## config.mk

```make
export PLATFORM = sky130hd
export DESIGN_NAME = pipe_stage_reg
export DESIGN_NICKNAME = d
export VERILOG_FILES = /design/src/rtl/pipe_stage_reg_pkg.sv /design/src/rtl/pipe_stage_entry.sv /design/src/rtl/pipe_stage_reg.sv
export SDC_FILE = /design/constraint.sdc
export NUM_CORES = 1
export LEC_CHECK = 0
export BUFFER_PORTS_ARGS = -buffer_cell sky130_fd_sc_hd__buf_4
export CORE_ASPECT_RATIO = 0.9
export CORE_MARGIN = 2
export CORE_UTILIZATION = 40
export CTS_CLUSTER_DIAMETER = 60
export DETAILED_ROUTE_END_ITERATION = 16
export PLACE_DENSITY_LB_ADDON = 0.12
export SLEW_MARGIN = 20
export SYNTH_ARGS = -nofsm -noshare
export SYNTH_HDL_FRONTEND = slang
export SYNTH_SLANG_ARGS = --single-unit
```

## constraint.sdc

```tcl
create_clock -name clk -period 1.1 [get_ports clk]
set_clock_uncertainty 0.1 [all_clocks]
set_input_delay 0.11 -clock clk [delete_from_list [all_inputs] [get_ports clk]]
set_output_delay 0.11 -clock clk [all_outputs]
set_load 0.005 [all_outputs]
```

## src/rtl/pipe_stage_reg_pkg.sv

```systemverilog
// Shared constants for the pipeline stage registers: NOP encoding, per-stage
// payload widths and control-field bit offsets inside each payload.
// No logic; imported by pipe_stage_reg and pipe_stage_entry.
package pipe_stage_reg_pkg;

   // addi x0, x0, 0 -- canonical RISC-V NOP, used as RESET_VALUE for insn-carrying stages
   localparam logic [31:0] NOP_INSN = 32'h00000013;

   // IF/ID: {pc, insn}
   localparam int IFID_W       = 64;
   localparam int IFID_INSN_LSB = 0;
   localparam int IFID_PC_LSB   = 32;

   // ID/EX: {ctrl[31:0], imm, rs2_val, rs1_val, pc}
   localparam int IDEX_W        = 160;
   localparam int IDEX_PC_LSB   = 0;
   localparam int IDEX_RS1_LSB  = 32;
   localparam int IDEX_RS2_LSB  = 64;
   localparam int IDEX_IMM_LSB  = 96;
   localparam int IDEX_CTRL_LSB = 128;

   // EX/MEM: {ctrl[7:0], rd[4:0], rs2_val, alu_res} padded to a byte boundary
   localparam int EXMEM_W        = 80;
   localparam int EXMEM_ALU_LSB  = 0;
   localparam int EXMEM_RS2_LSB  = 32;
   localparam int EXMEM_RD_LSB   = 64;
   localparam int EXMEM_CTRL_LSB = 69;

   // MEM/WB: {ctrl[3:0], rd[4:0], wb_val}
   localparam int MEMWB_W        = 41;
   localparam int MEMWB_VAL_LSB  = 0;
   localparam int MEMWB_RD_LSB   = 32;
   localparam int MEMWB_CTRL_LSB = 37;

   function automatic logic is_nop(input logic [31:0] insn);
      return insn == NOP_INSN;
   endfunction

endpackage

```

## src/rtl/pipe_stage_entry.sv

```systemverilog
// One storage slot: valid bit + WIDTH-bit payload with load / drop / clear controls.
// Latency: load visible one clk after the edge it is sampled on.
// Backpressure: none internally; the parent decides when to load or drop.
// Ports: clk, proc_reset (sync, active-high), clr (flush to RESET_VALUE),
//        load (capture d, set vld), drop (clear vld, keep payload), d, vld, q.
module pipe_stage_entry
   import pipe_stage_reg_pkg::*;
#(
   parameter int               WIDTH       = 32,
   parameter logic [WIDTH-1:0] RESET_VALUE = {WIDTH{1'b0}}
) (
   input  logic             clk,
   input  logic             proc_reset,
   input  logic             clr,
   input  logic             load,
   input  logic             drop,
   input  logic [WIDTH-1:0] d,
   output logic             vld,
   output logic [WIDTH-1:0] q
);

   // load wins over drop: a simultaneous drain + refill keeps the slot valid
   always_ff @(posedge clk) begin
      if (proc_reset || clr) begin
         vld <= 1'b0;
         q   <= RESET_VALUE;
      end else if (load) begin
         vld <= 1'b1;
         q   <= d;
      end else if (drop) begin
         vld <= 1'b0;
      end
   end

endmodule

```

## src/rtl/pipe_stage_reg.sv

```systemverilog
// Pipeline stage register with valid/ready handshake, global stall and flush-to-NOP.
// Latency: 1 cycle (in_fire at edge N -> out_valid/out_data from edge N).
// Backpressure: default in_ready = ~out_valid | out_ready (combinational);
//   with PIPE_SKID_EN a skid slot makes in_ready = ~skid_valid (registered).
// Ports: clk, proc_reset, stall, flush, in_valid/in_ready/in_data,
//        out_valid/out_ready/out_data, count (entries held).
// Build option macro: PIPE_SKID_EN.
module pipe_stage_reg
   import pipe_stage_reg_pkg::*;
#(
   parameter int               WIDTH       = 32,
   parameter logic [WIDTH-1:0] RESET_VALUE = {WIDTH{1'b0}}
) (
   input  logic             clk,
   input  logic             proc_reset,
   input  logic             stall,
   input  logic             flush,
   input  logic             in_valid,
   output logic             in_ready,
   input  logic [WIDTH-1:0] in_data,
   output logic             out_valid,
   input  logic             out_ready,
   output logic [WIDTH-1:0] out_data,
   output logic [1:0]       count
);

   logic             main_vld;
   logic [WIDTH-1:0] main_dat;
   logic             main_load;
   logic             main_drop;
   logic [WIDTH-1:0] main_d;
   logic             in_fire;
   logic             out_fire;

   // stall gates both ends identically, so neighbouring stages agree on every transfer
   assign in_fire  = in_valid & in_ready & ~stall;
   assign out_fire = main_vld & out_ready & ~stall;

   assign out_valid = main_vld;
   assign out_data  = main_dat;

`ifdef PIPE_SKID_EN
   logic             skid_vld;
   logic [WIDTH-1:0] skid_dat;
   logic             main_free;
   logic             skid_load;
   logic             skid_drop;

   assign in_ready = ~skid_vld;

   // main can take a new beat this edge if it is empty or draining (never under stall)
   assign main_free = (~main_vld & ~stall) | out_fire;

   // skid is older than any incoming beat, so it refills main first
   assign main_load = main_free & (skid_vld | in_fire);
   assign main_d    = skid_vld ? skid_dat : in_data;
   assign main_drop = out_fire;

   assign skid_load = in_fire & (~main_free | skid_vld);
   assign skid_drop = main_free & skid_vld;

   pipe_stage_entry #(.WIDTH(WIDTH), .RESET_VALUE(RESET_VALUE)) u_skid (
      .clk        (clk),
      .proc_reset (proc_reset),
      .clr        (flush),
      .load       (skid_load),
      .drop       (skid_drop),
      .d          (in_data),
      .vld        (skid_vld),
      .q          (skid_dat)
   );

   assign count = {1'b0, main_vld} + {1'b0, skid_vld};
`else
   assign in_ready  = ~main_vld | out_ready;
   assign main_load = in_fire;
   assign main_d    = in_data;
   assign main_drop = out_fire;
   assign count     = {1'b0, main_vld};
`endif

   pipe_stage_entry #(.WIDTH(WIDTH), .RESET_VALUE(RESET_VALUE)) u_main (
      .clk        (clk),
      .proc_reset (proc_reset),
      .clr        (flush),
      .load       (main_load),
      .drop       (main_drop),
      .d          (main_d),
      .vld        (main_vld),
      .q          (main_dat)
   );

endmodule

```

=== After elaboration in Yosys (flattened, before gate mapping) ===
Cells that the tools add are included.

* Register bits after elaboration: 33
* Input bits: 38
* Word-level logic and storage cells: 13
* Output and inout bits: 36

* Bitwise logic cells: 7
* Reductions and logical operators: 2
* Multiplexer cells: 2

{| class="wikitable"
|+ Operator list
! cell !! count
|-
| bitwise AND 1 bit || 4
|-
| 2-to-1 mux 1 bit || 2
|-
| inverter 1 bit || 2
|-
| nonzero test 2 bit || 1
|-
| logical OR 1 bit || 1
|-
| OR 1 bit || 1
|}

=== Longest topological paths before layout ===
* Depth after elaboration: 5
* Gate-level depth with buffers: 5
* Depth with buffers taken out: 3

=== Modules after synthesis ===
Synthesis repeated with hierarchy kept, for this count alone.

* Cells, all modules: 116
* Area total of the unflattened synthesis: 1271.2 sq um

{| class="wikitable"
|+ Modules (own cells, without submodules)
! module !! cells an instance !! seq. area each (sq um) !! area an instance (sq um) !! times used
|-
| pipe_stage_entry || 109 || 660.6 || 1222.4 || 1
|-
| pipe_stage_reg || 7 || 0.0 || 48.8 || 1
|}

=== Worst setup path before layout ===
Ideal clock, no wire load.

* Path kind: flip-flop to flip-flop
* Start: register u_main.vld
* End: register u_main.q[15]
* Library setup time: 67 ps
* Cell stages (with the launch flop): 6
* Setup slack: -26 ps
* Required time: 933 ps
* Period minus slack after synthesis: 1126 ps
* Path buffers: 2
* Arrival time: 958 ps
* Cells stage by stage: dfxtp_1 nand2b_1 buf_2 and2_4 buf_6 o21ai_2

* Longest elaborated chain between the ends: 4

{| class="wikitable"
|+ RTL lines
! item !! line !! text
|-
| from (decl) || pipe_stage_entry.sv:18 || <nowiki>output logic vld,</nowiki>
|-
| from (signal assigned) || pipe_stage_entry.sv:25 || <nowiki>vld <= 1'b0;</nowiki>
|-
| from (signal assigned) || pipe_stage_entry.sv:28 || <nowiki>vld <= 1'b1;</nowiki>
|-
| from (signal assigned) || pipe_stage_entry.sv:31 || <nowiki>vld <= 1'b0;</nowiki>
|-
| inverter 1 bit || pipe_stage_reg.sv:75 || <nowiki>assign in_ready = ~main_vld | out_ready;</nowiki>
|-
| OR 1 bit || pipe_stage_reg.sv:75 ||
|-
| bitwise AND 1 bit (2 in a row) || pipe_stage_reg.sv:36 || <nowiki>assign in_fire = in_valid & in_ready & ~stall;</nowiki>
|-
| to (signal assigned) || pipe_stage_entry.sv:26 || <nowiki>q <= RESET_VALUE;</nowiki>
|-
| to (signal assigned) || pipe_stage_entry.sv:29 || <nowiki>q <= d;</nowiki>
|-
| to (decl) || pipe_stage_entry.sv:19 || <nowiki>output logic [WIDTH-1:0] q</nowiki>
|}

No other way between the ends.
A chain may end at the register's enable or synchronous reset.

=== Worst setup path after layout ===
* Start: register u_main.vld
* End: output port in_ready

* Longest elaborated chain between the ends: 2

{| class="wikitable"
|+ RTL lines
! item !! line !! text
|-
| inverter 1 bit || pipe_stage_reg.sv:75 ||
|-
| OR 1 bit || pipe_stage_reg.sv:75 ||
|-
| to (decl) || pipe_stage_reg.sv:19 || <nowiki>output logic in_ready,</nowiki>
|}

No other way between the ends.

==> impl_metrics.py <==
metrics = {
    "status": {
        "outcome": "finished, violations left",
        "violations": "setup timing",
    },
    "route": {
        "drtAntennaViolNets": 0,
        "drcViolationCount": 0,
        "routed_wl_mm": 4.103,
        "drtIter0Drc": 58,
        "firstDrtPassIters": 4,
        "wire_per_inst_um": 13.68,
        "avgViaCountPerCell": 5.030,
        "vias": 1509,
    },
    "timing": {
        "setup_viol": 13,
        "fmax_mhz": 866.4,
        "rsz0062_at_grt": "true",
        "slew_violations": 0,
        "hold_slack_ns": 0.007023,
        "period_minus_slack_ns": 1.154,
        "finalWorstSetupSlack_ns": -0.05418,
        "finalCritPeriodShare_pct": 104.9,
        "hold_viol_final": 0,
    },
    "yosys": {
        "synth_area_leaders": "dfxtp_1 46%, o21ai_2 18%, nand4_1 14%",
        "seq_area_frac_synth_pct": 46.40,
        "synth_mux_area_share_pct": 0,
        "syn_inst": 157,
        "syn-cell-area_um2": 1424,
        "synth-async-reset-ratio_pct": 0,
        "syn_nets": 195,
        "ys_warn_count": 0,
        "synth-seq-cells": 33,
        "synth_xor_area_share_pct": 0,
        "synth_flop_cell": "dfxtp_1",
        "synth-compound-area-share_pct": 20.21,
        "synthTopCellsByCount": "33 x dfxtp_1, 32 x nand2_1, 32 x nand4_1",
        "yosys.area_share.simple_pct": 24.25,
        "synthDistinctLibCells": 17,
        "yosysTopAreaCell": "dfxtp_1",
        "avgSynthCellArea_um2": 9.069,
        "yosysTopAreaCellShare_pct": 46.40,
        "synth_top_family_by_area": "simple AND/OR/NAND/NOR gates",
        "synth_adder_area_share_pct": 0,
        "synth_most_common_cell": "dfxtp_1",
        "synth_edf_count": 0,
    },
    "finish": {
        "fillers": 282,
        "seq_area_um2": 664.4,
        "multi_input_area_um2": 654.4,
        "area_growth_pct": 71.44,
        "final_cell_count_no_fill": 300,
        "num-nets-final": 293,
        "drive_above_1_share_pct": 48.44,
        "antenna_cells": 0,
    },
    "placed_design": {
        "pre_cts_slack_ns": -0.01793,
        "portBuffers": 72,
        "dp.cells": 261,
        "place.gp.congestion": 0.6849,
        "dp_hpwl_mm": 2.551,
    },
    "worst_setup_path": {
        "slowest_delay_ns": 0.37,
        "end_kind": "output pin",
        "start_kind": "flop",
        "r2r-start": "u_main.vld",
        "cp.arrival_ns": 0.94,
        "critPathBufInv": 2,
        "path_class": "reg -> out",
        "r2r_cells": 5,
        "r2r_end": "u_main.q[18]",
        "worstPathMaxFanout": 4,
        "cpMostUsedCell": "buf_6",
        "path_cells": "nand2b_4 > buf_6 > buf_6",
        "crit_slowest_cell": "dfxtp_4",
        "worstPathRequired_ns": 0.89,
        "crit_family": "flip-flops",
        "reg2reg_slack_ns": -0.02,
    },
    "cts": {
        "cts.sinks": 33,
        "cts_made_buffers": 5,
        "htreeDepth": 2,
        "clk_pin_slew_ns": 0.07,
        "cts_max_path_buffers": 2,
        "tritoncts": "built",
        "insertion_delay_ns": 0.28,
        "cts_root_buffer": "clkbuf_8",
    },
    "floorplanning": {
        "die_h_um": 60.60,
        "fp.dieW_um": 66.89,
        "rows": 20,
        "coreArea_um2": 3403,
        "initial_core_util_pct": 41.84,
        "pin_count": 74,
        "dieArea_um2": 4054,
    },
    "global_route": {
        "antenna_found_initial": 0,
        "gr-max-usage-layer": "met2",
        "grt_pass1_vias": 1481,
        "grtUsageMet1_pct": 22.44,
        "grt_first_pass_wirelength_mm": 6.423,
        "grt-ovfl-total": 0,
        "grtUsageMet3_pct": 5.566,
        "grt_start_max_net_pins": 39,
        "use_met2_pct": 40.14,
        "grt.total_usage_pct": 21.30,
    },
    "pwr": {
        "powerDensity_nw_per_um2": 1034,
        "ir_drop_uv": 760.6,
        "p_leak_nw": 1.051,
    },
    "min_path": {
        "min_path_type": "in -> reg",
        "holdPathEnd": "u_main.q[7]",
        "hp-start": "in_data[7]",
        "holdPathStages": 3,
    },
    "run": {
        "cap_violations": 0,
    },
}
-- kinds of logic after synthesis --
kind of cell           Yosys count
AOI/OAI and AO/OA               34
and+or+nand+nor                 68
DFF                             33
other                            1
buffers and inverters           21
-- routing by layer --
metal	wire (µm)	up-vias
met1	1706	705
met5	0	-
met2	2138	49
li1	-	748
met3	210	7
met4	47	0
-- through the flow --
stage | cell area (µm²) | setup TNS [ns] | total power, mW | util (%)
floorplan | 1436 | -0.1534 | 1.415 | -
global placement | 2018 | 0 | 1.588 | 59.30
detailed placement | 2018 | -0.1443 | 1.597 | 59.30
CTS | 2416 | -0.09731 | 2.538 | 70.99
global route | 2441 | -0.9937 | 2.647 | 71.73
finish | 2441 | -0.1637 | 2.523 | 71.73
-- layout by cell type (no fill, tap or decap), drive strengths merged --
| master | n |
|---|---|
| buf | 81 |
| dfxtp | 33 |
| nand2 | 32 |
| nand4 | 32 |
| o21ai | 32 |
| dlygate4sd3 | 29 |
| clkbuf | 7 |
| clkinv | 2 |
| nand2b | 1 |
| nor2b | 1 |
| and2 | 1 |
| nor2 | 1 |
| inv | 1 |
| a21boi | 1 |
| o21a | 1 |
| conb | 1 |
-- worst register-to-register path, stage by stage, from the launching register on --
cell and delay, ns:
dfxtp_4 0.37, nand2b_4 0.07, buf_6 0.12, buf_4 0.18, nand4_1 0.11, o21ai_2 0.06
-- layout make-up --
cell class	count	share of cell area, %
clock buffers	6	2.973
multi-input cells	103	26.81
repair buffers	111	40.18
inverters	1	0.1538
well taps	44	2.255
flip-flops and latches	33	27.22
clock inverters	2	0.4100
-- registers in the layout, indices dropped and copies added, names as in the netlist --
signal / flops
u_main.q: 32
u_main.vld: 1
-- how the worst max path moves through the flow --
| stage | startpoint | to | slack (ns) | depth (start not counted) |
|---|---|---|---|---|
| 2_1_floorplan | u_main.vld | u_main.q[24] | -0.005 | 5 |
| 3_3_place_gp | u_main.vld | u_main.q[6] | 0.05 | 4 |
| 3_5_place_dp | u_main.vld | u_main.q[8] | -0.02 | 4 |
| 4_1_cts | u_main.vld | in_ready | -0.06 | 3 |
| 5_1_grt | u_main.vld | in_ready | -0.09 | 3 |
| 6_report | u_main.vld | in_ready | -0.05 | 3 |
-- power breakdown --
group          switching (mW)  leakage (nW)  internal, mW
Clock                   0.414        0.0450         0.437
Combinational           0.173         0.738         0.260
Sequential             0.0167         0.268          1.22
Total                   0.604          1.05          1.92
-- repair_timing --
action                                  CTS  global route
endpoints found under the setup margin   30            33
pin swaps                                 2             2
gates cloned                              0             1
hold buffers                             29             0
gates resized for setup                   4             0
endpoints found under the hold margin    29             0
setup buffers                             1             0
(Power assumes the default switching activity.)
